### src/rtl/sw_debounce8.sv
// Switch conditioner: 2-flop sync, shared-tick debounce, edge/changed strobes for 8 requests + enable.
// Latency: raw edge to x_out/en_out between (STABLE_CNT-1)*TICK_DIV+3 and STABLE_CNT*TICK_DIV+3 cycles; rise/changed one cycle later.
// Backpressure: none; level outputs are always valid and pulses are not held for a consumer.
module sw_debounce8 #(
    parameter int TICK_DIV   = 1000,
    parameter int STABLE_CNT = 4
) (
    input  logic       clk,
    input  logic       rst,
    input  logic [7:0] sw_in,
    input  logic       en_in,
    output logic [7:0] x_out,
    output logic       en_out,
    output logic [7:0] rise,
    output logic       changed
);

    // Channel 8 is the enable switch; all nine channels share identical logic.
    localparam int NCH   = 9;
    localparam int CNT_W = $clog2(STABLE_CNT) + 1;
    localparam int DIV_W = (TICK_DIV > 1) ? $clog2(TICK_DIV) : 1;

    localparam logic [DIV_W-1:0] DIV_LAST = DIV_W'(TICK_DIV - 1);
    localparam logic [CNT_W-1:0] CNT_LAST = CNT_W'(STABLE_CNT - 1);

    logic [NCH-1:0]   raw;
    logic [NCH-1:0]   sync1_q;
    logic [NCH-1:0]   sync2_q;
    logic [DIV_W-1:0] div_q;
    logic [DIV_W-1:0] div_d;
    logic             tick;
    logic [CNT_W-1:0] cnt_q [NCH];
    logic [CNT_W-1:0] cnt_d [NCH];
    logic [NCH-1:0]   stable_q;
    logic [NCH-1:0]   stable_d;
    logic [NCH-1:0]   prev_q;
    logic [7:0]       rise_q;
    logic [7:0]       rise_d;
    logic             changed_q;
    logic             changed_d;

    assign raw = {en_in, sw_in};

    // Two-flop synchroniser per channel; sync2_q is the clean sampled level.
    always_ff @(posedge clk or posedge rst) begin
        if (rst) begin
            sync1_q <= '0;
            sync2_q <= '0;
        end else begin
            sync1_q <= raw;
            sync2_q <= sync1_q;
        end
    end

    // Free-running sample divider; with TICK_DIV=1 the compare is always true.
    always_comb begin
        tick  = (div_q == DIV_LAST);
        div_d = tick ? '0 : div_q + DIV_W'(1);
    end

    // Divider register.
    always_ff @(posedge clk or posedge rst) begin
        if (rst) begin
            div_q <= '0;
        end else begin
            div_q <= div_d;
        end
    end

    // Per-channel agreement counter: any agreeing sample clears progress, STABLE_CNT disagreeing ticks flip.
    always_comb begin
        stable_d = stable_q;
        for (int i = 0; i < NCH; i++) begin
            cnt_d[i] = cnt_q[i];
            if (tick) begin
                if (sync2_q[i] == stable_q[i]) begin
                    cnt_d[i] = '0;
                end else if (cnt_q[i] == CNT_LAST) begin
                    stable_d[i] = sync2_q[i];
                    cnt_d[i]    = '0;
                end else begin
                    cnt_d[i] = cnt_q[i] + CNT_W'(1);
                end
            end
        end
    end

    // Counter and stable-level registers.
    always_ff @(posedge clk or posedge rst) begin
        if (rst) begin
            for (int i = 0; i < NCH; i++) begin
                cnt_q[i] <= '0;
            end
            stable_q <= '0;
        end else begin
            for (int i = 0; i < NCH; i++) begin
                cnt_q[i] <= cnt_d[i];
            end
            stable_q <= stable_d;
        end
    end

    // Strobes compare the stable level with its one-cycle-old copy, so they trail x_out by a cycle.
    always_comb begin
        rise_d    = stable_q[7:0] & ~prev_q[7:0];
        changed_d = |(stable_q ^ prev_q);
    end

    // Strobe registers; reset clears prev_q together with stable_q so a reset never fakes an edge.
    always_ff @(posedge clk or posedge rst) begin
        if (rst) begin
            prev_q    <= '0;
            rise_q    <= '0;
            changed_q <= 1'b0;
        end else begin
            prev_q    <= stable_q;
            rise_q    <= rise_d;
            changed_q <= changed_d;
        end
    end

    assign x_out   = stable_q[7:0];
    assign en_out  = stable_q[8];
    assign rise    = rise_q;
    assign changed = changed_q;

endmodule
### config.mk
export PLATFORM = sky130hd
export DESIGN_NAME = sw_debounce8
export DESIGN_NICKNAME = d
export VERILOG_FILES = /design/src/rtl/sw_debounce8.sv
export SDC_FILE = /design/constraint.sdc
export NUM_CORES = 1
export LEC_CHECK = 0
export CAP_MARGIN = 10
export CORE_ASPECT_RATIO = 0.5
export CORE_UTILIZATION = 40
export CTS_BUF_LIST = sky130_fd_sc_hd__clkbuf_8
export CTS_CLUSTER_DIAMETER = 200
export CTS_CLUSTER_SIZE = 24
export DETAILED_ROUTE_END_ITERATION = 10
export GPL_TIMING_DRIVEN = 0
export HOLD_SLACK_MARGIN = 0.02
export PLACE_DENSITY_LB_ADDON = 0.08
export SLEW_MARGIN = 30
export SYNTH_ARGS = -nofsm -noshare
export SYNTH_HDL_FRONTEND = slang
export SYNTH_SLANG_ARGS = --single-unit
### constraint.sdc
create_clock -name clk -period 3.15 [get_ports clk]
set_clock_uncertainty 0.05 [all_clocks]
set_input_delay 0.315 -clock clk [delete_from_list [all_inputs] [get_ports clk]]
set_output_delay 0.315 -clock clk [all_outputs]
set_load 0.05 [all_outputs]
## Word-level counts from Yosys, hierarchy flattened

Index checks and enable logic that the tools add are counted.

| operators by class | value |
|---|---|
| $add $sub $neg | 10 |
| equality and inequality tests | 19 |
| mux-type cells | 19 |
| bitwise operators | 12 |
| reductions and logical operators | 10 |

Operators by type and width:

| kind | count |
|---|---|
| $mux W3 | 18 |
| $add A3 B1 Y3 const B | 9 |
| $eq A3 B2 Y1 const B | 9 |
| $reduce_and A3 Y1 | 9 |
| $add A10 B1 Y10 const B | 1 |
| $eq A10 B10 Y1 const B | 1 |
| $mux W10 | 1 |
| $eq A1 B1 Y1 | 9 |
| $not A1 Y1 | 9 |
| $reduce_or A9 Y1 | 1 |
| $xor A9 B9 Y9 | 1 |
| $and A8 B8 Y8 | 1 |
| $not A8 Y8 | 1 |

| word-level totals | value |
|---|---|
| bits in registers | 82 |

## Longest topological paths before layout

| logic depth | value |
|---|---|
| word-level depth | 3 |
| depth in mapped cells | 5 |

## Worst setup path before layout

Ideal clock, no wire load.

| timing | value |
|---|---|
| path type | reg-to-reg |
| start | reg div_q[0] |
| end | reg stable_q[2] |
| setup time | 0.125 ns |
| arrival time | 1.542 ns |
| required time | 2.975 ns |
| slack | 1.433 ns |
| cell stages (with the launch flop) | 6 |
| buffers on the path | 1 |
| path through | dfrtp_1 ha_1 nand4bb_4 buf_6 nor4_2 mux2_2 |

| on the way | value |
|---|---|
| word-level cells in the longest chain between the ends | 2 |

Ends and longest elaborated chain:

| element | line | text |
|---|---|---|
| start: declaration | 29 | `logic [DIV_W-1:0] div_q;` |
| start signal: assignment | 66 | `div_q <= div_d;` |
| $eq A10 B10 Y1 | 57 | `tick = (div_q == DIV_LAST);` |
| $reduce_and A3 Y1 (no source line) | -- |  |
| end signal: assignment | 99 | `stable_q <= stable_d;` |
| end: declaration | 34 | `logic [NCH-1:0] stable_q;` |

Every way passes these cells.
A chain may end at the register's enable or synchronous reset.

## Final worst setup path

| timing | value |
|---|---|
| start | reg stable_q[2] |
| end | out x_out[2] |

RTL lines:

| element | line | text |
|---|---|---|
| end: declaration | 12 | `output logic [7:0] x_out,` |

No word-level cell between the ends.

==> impl_results.md <==
* Yosys reg bits at roughly 80
* ANT nets after route at 0
* Post-CTS Setup Repair Bufs at 0
* Worst-skew pair later-pin latency at between 0.3 and 0.4 ns
* Total power at approximately 0.0020 W
* Hold buffers post-CTS at 0
* Via count at 1985
* CP Cell Sequence: clkdlybuf4s50_1
* Count of pins over their slew limit at 0
* Final setup fails at 0
* Synthesized instance count at 249
* Mapped Avg Cell Area at 13.9 sq um
* Initial DRC Count at 55
* Fin crit period at 2.01 ns
* CTS Sinks at 82
* WP data arrival at between 1.5 and 2 ns
* R2R cell count at 5
* Final wirelength at 5910 um
* PwrDens at just under 500 mW/mm^2
* Reg2reg start: div_q[0]
* Die ar. at 0.00905 sq mm
* Status: complete, no violations
* Post-synth EDFFs at 0
* Initial antenna violation count at 0
* Critical Path End Type: output pin
* Final non-filler cell total at 405
* WP data required at ~2.8 ns
* CP bufs+invs at 1
* Startpoint types: flop
* Post-Syn Nets at 278
* Largest delay share family, worst path: buffers and inverters
* Met1 wire length at 2950 um
* Top Metal Used: met4
* Worst Path Max Fanout at 5
* Met2 WL post-DR at 2760 um
* Wire length per cell at 14.6 um
* HPWL after DPL at between 4000 and 5000 um
* Worst path max stage delay at between 0.8 and 0.9 ns
* Clock root cell: clkbuf_8
* Crit path kind: reg2out
* Vias in the first global route at 2086
* Sequential Area at 0.00205 sq mm
* Fmax at 498 MHz
* CP startpoint: stable_q[2]
* Die H at roughly 68 um
* PortBufs at 28
* Seq/Total Area, Yosys at 59.3%
* Ys Warns at 0
* Layout fillers at 721
* Crit-path slowest cell: clkdlybuf4s50_1
* Gr ovfl total at 0
* TritonCTS clock tree: done
* Period utilization at 63.8%
* Async SR Flop Fraction at 100%
* Initial Utilization at 42.2%
* Synth unique cells at 39
* Netlist Area Pre-Place at 0.00346 sq mm
* Final Hold Vio Count at 0
* TritonCTS buffer count at 9
* Bufs on Longest Clock Path at 2
* Largest net degree at the start of global routing at 48
* Maxcap violations at 0
* Final WS setup at approximately 1.1 ns
* Worst-path clk slew at around 0.080 ns
* Avg Vias per Cell at 4.90
* IO Pins at 29
* Layout cells sized above 1 at 19.1%
* Leak at 1.93 nW
* Worst VDD drop at roughly 0.24 mV
* Reg2reg end: stable_q[8]
* Ant. Diodes at 0
* Ys flop type: dfrtp_1
* Met3 wire len at roughly 190 um
* Total GRT Usage at between 10% and 20%
* Area Overhead vs Synth at 20.0%
* Type of the most critical hold path: in2async
* First-pass GRT wire length at approximately 10000 um
* Footprint of the multi-input gates at 0.00131 sq mm
* Worst rel slew slack at 66.1%
* Nets at 318
* Reg2Reg Setup Slack at approximately 1.2 ns
* Pre-CTS setup slack at 1.20 ns
* Die Wd at 134 um
* Placed cell count at 390
* Pre-antenna DRT Iters at 4
* Post-CTS sizing at 0
* Gp weighted congestion at 0.731
* Worst Tran Pin Value at roughly 0.51 ns
* Core footprint at 0.00820 sq mm
* Remaining DRCs at 0
* Row count at 23
* H-tree Lvls at 3
* Worst hold margin at 0.281 ns
* RSZ-0062 raised after global routing: no
stage by stage:
step | utilization [%] | TNS (ns) | area (sq um)
final | 50.6 | 0 | 4150
after global routing | 50.6 | 0 | 4150
after CTS | 50.6 | 0 | 4150
after detailed placement | 47.7 | 0 | 3910
after global placement | 47.3 | -50.15 | 3880
after floorplan | - | 0 | 3460
worst max path at each step:
stage,to,slack (ns),cells after the start
floorplan,changed,0.68,1
global route,x_out[2],1.05,1
detailed placement,stable_q[8],1.20,5
CTS,x_out[5],1.10,1
global placement,prev_q[3],-0.62,2
finish,x_out[2],1.14,1
report_power, final:
part           switching [W]  internal, W  leakage [nW]  total (W)
combinational      0.0000299    0.0000222         0.725  0.0000521
clock               0.000362     0.000542         0.118   0.000905
sequential        0.00000522      0.00106          1.09    0.00107
per-layer routing:
| layer | up-vias | track usage (%) |
|---|---|---|
| met5 | - | 0 |
| met4 | 0 | 5.11 |
| met3 | 2 | 6.31 |
| met2 | 27 | 24.9 |
| met1 | 1004 | 20.2 |
| li1 | 952 | - |
logic make-up after synthesis:
family | synth area share [%]
DFF | 59.3
and+or+nand+nor | 15.2
muxes | 8.79
AOI/OAI and AO/OA | 4.05
adders and majority gates | 6.51
buffers and inverters | 2.82
xor gates and xnor gates | 3.29
sequential cells by signal, indices dropped and copies added (netlist names):
name      count
cnt_q        27
sync1_q       9
stable_q      9
rise          8
div_q        10
prev_q        9
sync2_q       9
changed       1
cell usage in the layout (no fill, tap or decap), types with 5 or more instances in the layout:
cell type and count:
and3b_1 8, clkbuf_8 10, clkdlybuf4s50_1 28, dfrtp_1 82, ha_1 18, inv_1 10
mux2_1 7, mux2_2 20, nand2b_1 8, nor2_1 12, nor3b_1 8, nor4_2 7
o21a_1 9, or3_1 5, xnor2_1 10
final cells by class:
class | instances | share of cell area [%]
sequential | 82 | 49.4
clock buffer | 10 | 3.31
tap | 112 | 3.37
clock inverter | 5 | 2.47
multi-input combinational | 150 | 31.5
buffer | 6 | 1.36
timing repair buffer | 29 | 7.41
inverter | 11 | 1.11
Yosys cell counts, types with 2 or more instances:
library cell / number / area (sq um)
and3b_1: 8 / 70.1
nor3_1: 2 / 10.0
or3_1: 5 / 31.3
xnor2_1: 10 / 87.6
nand2_1: 2 / 7.51
nand2b_1: 8 / 50.1
xor2_1: 3 / 26.3
ha_1: 18 / 225
mux2_1: 7 / 78.8
inv_1: 11 / 41.3
nor3b_1: 8 / 60.1
o21ai_0: 4 / 20.0
nor2_1: 12 / 45.0
dfrtp_1: 82 / 2050
nand3_1: 4 / 20.0
o21a_1: 9 / 67.6
nor2b_1: 2 / 12.5
nor4_2: 7 / 87.6
a21oi_1: 2 / 10.0
mux2_2: 20 / 225
buf_4: 3 / 22.5
buf_6: 3 / 33.8
nand4_1: 3 / 18.8
No activity file was read; power rests on OpenSTA's default activity.
